===== config.mk =====
export PLATFORM = sky130hd
export DESIGN_NAME = seqcheck_mc
export DESIGN_NICKNAME = d
export VERILOG_FILES = /design/src/rtl/seqcheck_mc.sv
export SDC_FILE = /design/constraint.sdc
export NUM_CORES = 1
export LEC_CHECK = 0
export ABC_AREA = 1
export CELL_PAD_IN_SITES_DETAIL_PLACEMENT = 1
export CELL_PAD_IN_SITES_GLOBAL_PLACEMENT = 1
export CORE_MARGIN = 2
export CORE_UTILIZATION = 39
export DETAILED_ROUTE_END_ITERATION = 12
export PLACE_DENSITY_LB_ADDON = 0.1
export SKIP_LAST_GASP = 1
export SLEW_MARGIN = 20
export SYNTH_ARGS = -nofsm -noshare
export SYNTH_HDL_FRONTEND = slang
export SYNTH_SLANG_ARGS = --single-unit
export TNS_END_PERCENT = 1

===== constraint.sdc =====
create_clock -name clk -period 3.5 [get_ports clk]
set_input_delay 0.875 -clock clk [delete_from_list [all_inputs] [get_ports clk]]
set_output_delay 0.875 -clock clk [all_outputs]
set_load 0.05 [all_outputs]

===== src/rtl/seqcheck_mc.sv =====
// seqcheck_mc - multi-channel sliding-window edge checker.
//
// Each of N asynchronous inputs is synchronised and edge-detected.
// The edge polarity is set by mode. Qualifying edges are counted over
// the last W cycles. A one-cycle hit pulse is raised when the count
// crosses the threshold k.
//
// Ports:
//   clk         single clock, all state on the rising edge
//   rst_n       synchronous active-low reset
//   in_sig      N asynchronous monitored inputs, bit i = channel i
//   mode        edge select: 00 rise, 01 fall, 10 both, 11 none
//   k           hit threshold; 0 disables hits
//   clr         synchronous clear of windows, counts, hit and sticky state
//   hit         per-channel 1-cycle pulse on threshold crossing
//   hit_sticky  per-channel latch of hit, held until clr or reset
//   any_hit     OR of hit, coincident with hit
//   count       per-channel window count, channel i at [i*SW +: SW]
module seqcheck_mc #(
  parameter  int N  = 4,
  parameter  int W  = 8,
  parameter  int KW = 4,
  localparam int SW = $clog2(W + 1)
) (
  input  logic            clk,
  input  logic            rst_n,
  input  logic [N-1:0]    in_sig,
  input  logic [1:0]      mode,
  input  logic [KW-1:0]   k,
  input  logic            clr,
  output logic [N-1:0]    hit,
  output logic [N-1:0]    hit_sticky,
  output logic            any_hit,
  output logic [N*SW-1:0] count
);

  localparam int IW = (W > 1) ? $clog2(W) : 1;
  // Common width for the count-vs-threshold compare, so neither side truncates.
  localparam int CW = (SW > KW) ? SW : KW;
  localparam logic [IW-1:0] IDX_LAST = IW'(W - 1);

  logic [N-1:0]  s1_q, s2_q, prev_q;
  logic [N-1:0]  e;
  logic [N-1:0]  hit_q, hit_d;
  logic [N-1:0]  sticky_q;
  logic          any_q;
  logic [IW-1:0] idx_q, idx_d;

  // Threshold test. A zero threshold never fires.
  function automatic logic cond(input logic [SW-1:0] x, input logic [KW-1:0] th);
    return (th != '0) && (CW'(x) >= CW'(th));
  endfunction

  always_comb begin
    e = '0;
    case (mode)
      2'b00:   e = s2_q & ~prev_q;
      2'b01:   e = ~s2_q & prev_q;
      2'b10:   e = s2_q ^ prev_q;
      default: e = '0;
    endcase
  end

  assign idx_d = (idx_q == IDX_LAST) ? '0 : idx_q + IW'(1);

  // The synchronisers and prev keep running through clr, so the pipeline
  // stays coherent with the live inputs. Only the window state is dropped.
  always_ff @(posedge clk) begin
    if (!rst_n) begin
      s1_q     <= '0;
      s2_q     <= '0;
      prev_q   <= '0;
      idx_q    <= '0;
      hit_q    <= '0;
      sticky_q <= '0;
      any_q    <= 1'b0;
    end else begin
      s1_q   <= in_sig;
      s2_q   <= s1_q;
      prev_q <= s2_q;
      if (clr) begin
        idx_q    <= '0;
        hit_q    <= '0;
        sticky_q <= '0;
        any_q    <= 1'b0;
      end else begin
        idx_q    <= idx_d;
        hit_q    <= hit_d;
        sticky_q <= sticky_q | hit_q;
        any_q    <= |hit_d;
      end
    end
  end

  genvar gi;
  generate
    for (gi = 0; gi < N; gi++) begin : g_ch
      logic [W-1:0]  rb_q;
      logic [SW-1:0] cnt_q, cnt_d;
      logic          old_bit;

      // Slot about to be overwritten holds the edge that leaves the window.
      assign old_bit = rb_q[idx_q];
      // Subtract first: count >= old_bit always, so no intermediate wrap.
      assign cnt_d = cnt_q - SW'(old_bit) + SW'(e[gi]);
      // Fire only on the transition into the condition, so a change of k
      // alone cannot create a pulse.
      assign hit_d[gi] = cond(cnt_d, k) & ~cond(cnt_q, k);

      always_ff @(posedge clk) begin
        if (!rst_n || clr) begin
          rb_q  <= '0;
          cnt_q <= '0;
        end else begin
          rb_q[idx_q] <= e[gi];
          cnt_q       <= cnt_d;
        end
      end

      assign count[gi*SW +: SW] = cnt_q;
    end
  endgenerate

  assign hit        = hit_q;
  assign hit_sticky = sticky_q;
  assign any_hit    = any_q;

endmodule

# Word level (Yosys, flattened, before mapping)
# Cells that the tools add are included.
# totals
regBits	72
in_bits	13
output_inout_bits	25
elab_cells	83
# op_classes
n_addsub	9
order_cmp	10
eq_ne	3
muxes	15
bitwise_logic	15
n_reduce_logical	16
# ops
cell	count
8-bit bitwise mux	4
4-bit greater-or-equal comparator	8
4-bit by 1-bit adder with 4-bit output	4
4-bit by 1-bit subtractor with 4-bit output	4
1-bit binary-select mux with 3-bit select	4
4-bit one-hot mux with 3 select lines	1
1-bit logical AND	9
4-bit bitwise AND	2
4-bit inverter	2
1-bit two-way mux	5
1-bit inverter	5
1-bit bitwise AND	4
3-bit by 4-bit < comparator with 1-bit output (second input constant)	1
4-bit OR	1
4-bit nonzero test	1
4-bit OR reduction	1
4-bit XOR	1
3-bit by 1-bit adder with 3-bit output (second input constant)	1
1-bit demux with 3-bit select	1
3-bit == test (second input constant)	1
3-bit by 1-bit greater-or-equal comparator with 1-bit output (second input constant)	1
3-bit OR reduction	1
2-bit by 1-bit == test with 1-bit output (second input constant)	1
2-bit == test (second input constant)	1
4 further kinds	4

# Longest topological paths before layout
# depth
ltp_word	8
ltp_mapped	24
ltp_nobuf	23

# Worst setup path before layout
# OpenSTA, ideal clock, no wires.
# synth_path
path_kind	input -> register
startpoint	in mode[0]
endpoint	reg any_q, in the netlist any_hit
setup_ps	128
t_arrival_ps	3156
required_ps	3372
path_slack_ps	216
cell_stages	18
n_path_buf	0
cell_sequence	inv_1 -> nand2_1 -> inv_1 -> a221oi_4 -> inv_1 -> ha_1 -> fa_1 -> or2_2 -> nand2_1 -> ha_1 -> nand2_1 -> inv_1 -> nand2_1 -> nand3_1 -> nand3_1 -> nand2_1 -> nor2_1 -> nor2_1
# synth_via
elab_chain_len	7
word_cells_on_any_way	21
cone_classes	4 x add/sub; 4 x order compare; 2 x eq/ne; 1 x mux; 4 x bitwise; 6 x reduce/logical
# synth_rtl
element	line	rtl
from (decl)	28	input logic [1:0] mode,
2-bit == test (tied with other cells)	56	case (mode)
4-bit one-hot mux with 3 select lines (*)	56	
via e[2]	43	logic [N-1:0] e;
4-bit by 1-bit adder with 4-bit output (*)	105	assign cnt_d = cnt_q - SW'(old_bit) + SW'(e[gi]);
via g_ch[2].cnt_d[2]	99	logic [SW-1:0] cnt_q, cnt_d;
4-bit greater-or-equal comparator (*)	51	return (th != '0) && (CW'(x) >= CW'(th));
1-bit logical AND (*)	51	
1-bit bitwise AND (*)	108	assign hit_d[gi] = cond(cnt_d, k) & ~cond(cnt_q, k);
4-bit OR reduction (*)	90	any_q <= |hit_d;
to (signal assigned)	90	
to (decl)	46	logic any_q;
# Mark *: on every way through the listed nets, which the timed path passes. The rest lies on a longest branch.
# A chain may end at the register's enable or synchronous reset.

# Worst setup path after layout
# layout_path
startpoint	in mode[0]
endpoint	reg any_q, in the netlist any_hit
# layout_via
elab_chain_len	7
word_cells_on_any_way	21
cone_classes	4 x add/sub; 4 x order compare; 2 x eq/ne; 1 x mux; 4 x bitwise; 6 x reduce/logical
# layout_rtl
element	line
2-bit == test (tied with other cells)	56
4-bit one-hot mux with 3 select lines (*)	56
via e[0]	43
4-bit by 1-bit adder with 4-bit output (*)	105
via g_ch[0].cnt_d[2]	99
4-bit greater-or-equal comparator (*)	51
1-bit logical AND (*)	51
1-bit bitwise AND (*)	108
4-bit OR reduction (*)	90
# Marked as above.

==> out/metrics.cfg <==
[outcome]
status=complete, no violations

[clock_network]
cts_hold_buf=0
clkLatencyLatePin_ns=0.35
h-tree-depth=3
ctsLongestPathBuffers=2
clkSinkCount=72
path_clk_slew_ns=0.08
cts_buffers=9
cts_tree=done
cts-root-buf=clkbuf_8

[global_routing]
grt_max_degree=33
grt_pass1_wl_um=16500
grt_util_all_layers_pct=18.1
gr-total-overflow=0
antenna_found_initial=0
grt_pass1_vias=3622

[die]
initial_core_util_pct=40.0
core-area_um2=10300
io_pins=38
die_y_um=107
rows=37
dieArea_um2=11400
fp.dieW_um=107

[yosys]
ys_seq_area_share_pct=35.0
synthFlopType=dfxtp_1
ys_ff_latch=72
synth_area_per_cell_um2=7.88
synth-async-reset-ratio_pct=0
yosysTopAreaCellShare_pct=35.0
synth_area_um2=4120
synth_cell_types=29
synth_nets=598
yosys_warnings=0
synthCells=522
yosysTopAreaCell=dfxtp_1
ys_top_cells_by_area=dfxtp_1 (35%), ha_1 (18%), inv_1 (9.8%)
synth_edf_count=0

[timing]
fin_crit_ns=3.28
fin_worst_skew_ns=0.00945
tightest_slew_ns=0.505
fmax_ghz=0.305
finalHoldViolations=0
fin_hold_ws_ns=0.418
slew_headroom_pct=66.2
setup_violations=0
slew_violations=0
period_share_pct=93.7

[routing]
drc=0
vias=3442
wl_um=9460
viasPerCell=4.75
first_pass_iters=4
wl_per_cell_um=13.1
initialDrtViolationCount=62
final_antenna_net_count=0

[cells_and_area]
drive_gt1_share_pct=13.6
final_cell_mix=inv_1 (101), nand2_1 (77), dfxtp_1 (71)
antennaDiodeCount=0
nNetsFinal=660
area_growth_pct=22.0
post-route-cell-area_um2=5020
layout_commonest_cell=inv_1

[placement]
io_buffers=37
globalplace.congestion=0.771
dpl.hpwl_um=7340
place_area_um2=4740

[power_and_ir_drop]
power_mw=2.00
vdd_ir_drop_max_mv=0.194
p_leak_nw=2.52
power_density_nw_per_um2=398

[critical_path]
cp.depth=20
crit_family=simple AND/OR/NAND/NOR gates
timing.critical_path.cells=dlygate4sd2_1, inv_1, nand2_2, buf_4, nor2_1, a211oi_4, inv_1, ha_1, fa_1, or2_2, nand2_1, ha_1, nand2_1, inv_1, nand3_1, nand3_1, nand3_1, nand2_1, nor2_1, nor2_1
reg2regPathDepth=21
cp-startpoint=mode[0]
rrSetupSlack_ns=0.24
critPathCapture=any_hit
cp-end-kind=flip-flop
crit_path_top_delay_cell=fa_1
cp.buffers_inverters=5
regToRegStartpoint=idx_q[2]
slowest_delay_ns=0.38
path_max_fanout=3
cp.required_ns=3.73
start_kind=input port
path_class=in -> reg
worstPathArrival_ns=3.51
reg2reg_to=any_hit

[job]
cap_viol_max_count=0

[worst_hold_path]
hp-class=reg -> reg

-- Yosys cell counts (all sizes together), types with 3 or more instances --
cell    instances
nand3          20
a22oi           4
fa              4
xor2            6
buf             8
nand2          80
a21oi          48
inv           111
and2            3
or2             6
ha             59
o21ai          37
nor2           42
nand4           5
clkbuf          6
dfxtp          72
o21bai          4
-- area by class of cell --
cell class,instances,area (µm²)
clock buffers,10,128
clock inverters,5,82.6
fillers,1303,5260
inverters,111,417
multi-input cells,325,2200
flip-flops and latches,72,1450
well taps,136,170
repair buffers,65,578
-- cell families after synthesis --
group | after synthesis | share of synthesized area, %
XOR/XNOR | 8 | 1.70
flip-flops | 72 | 35.0
adder cells (fa/ha/maj) | 63 | 19.9
buffers and inverters | 125 | 12.6
AND/OR/NAND/NOR | 157 | 16.5
AO/OA/AOI/OAI | 97 | 14.3
-- state kept, by name, indices dropped and copies added, names as in the netlist --
name        flops
any_hit         1
g_ch.cnt_q     16
g_ch.rb_q      32
hit             4
hit_sticky      4
idx_q           3
prev_q          4
s1_q            4
s2_q            4
-- through the flow --
| stage | utilization (%) | std cells | setup TNS, ns | setup WS, ns |
|---|---|---|---|---|
| 2_1_floorplan | - | 522 | 0 | 0.216 |
| 3_3_place_gp | 46.1 | 706 | -1.72 | -0.448 |
| 3_5_place_dp | 46.1 | 706 | -2.07 | -0.543 |
| 4_1_cts | 48.4 | 722 | 0 | 0.0262 |
| 5_1_grt | 48.9 | 724 | -0.0139 | -0.0139 |
| 6_report | 48.9 | 724 | 0 | 0.222 |
-- routing by layer --
layer,global-route usage (%),up-vias,routed length [µm],part of all wire (%)
met5,0,-,0,0
met2,31.9,43,4630,49
met1,22.2,1619,4400,47
met4,7.24,0,182,1.9
met3,2.67,14,247,2.6
li1,-,1766,-,-
-- worst register-to-register path, cell delays in order, from the launching register on --
cell	delay, ns
dfxtp_1	0.32
buf_4	0.15
nand3_1	0.10
inv_2	0.08
nand2_1	0.08
nand4_1	0.09
or2_1	0.27
ha_1	0.28
inv_1	0.04
ha_1	0.20
fa_1	0.39
or2_2	0.32
nand2_1	0.07
ha_1	0.21
nand2_1	0.06
inv_1	0.05
nand3_1	0.06
nand3_1	0.09
nand3_2	0.11
nand2_1	0.06
nor2_1	0.09
nor2_1	0.04
-- report_power, final --
part / internal (mW) / switching [mW]
registers: 0.844 / 0.0176
logic: 0.170 / 0.247
clock network: 0.399 / 0.322
total: 1.41 / 0.586
-- repair_timing --
item | 4_1_cts | 5_1_grt
endpoints found under the setup margin | 3 | 4
endpoints found under the hold margin | 0 | 0
pin swaps | 1 | 7
resized for setup | 5 | 17
buffers inserted | 1 | 2
-- worst min path at each step --
stage / cells past startpoint / slack, ns / end / start
floorplan: 2 / 0.39 / s2_q[0] / s1_q[0]
global placement: 2 / 0.39 / s2_q[2] / s1_q[2]
detailed placement: 2 / 0.40 / s2_q[1] / s1_q[1]
CTS: 2 / 0.42 / s2_q[1] / s1_q[1]
global route: 2 / 0.45 / s2_q[2] / s1_q[2]
finish: 2 / 0.42 / s2_q[2] / s1_q[2]
(Power assumes the default switching activity.)
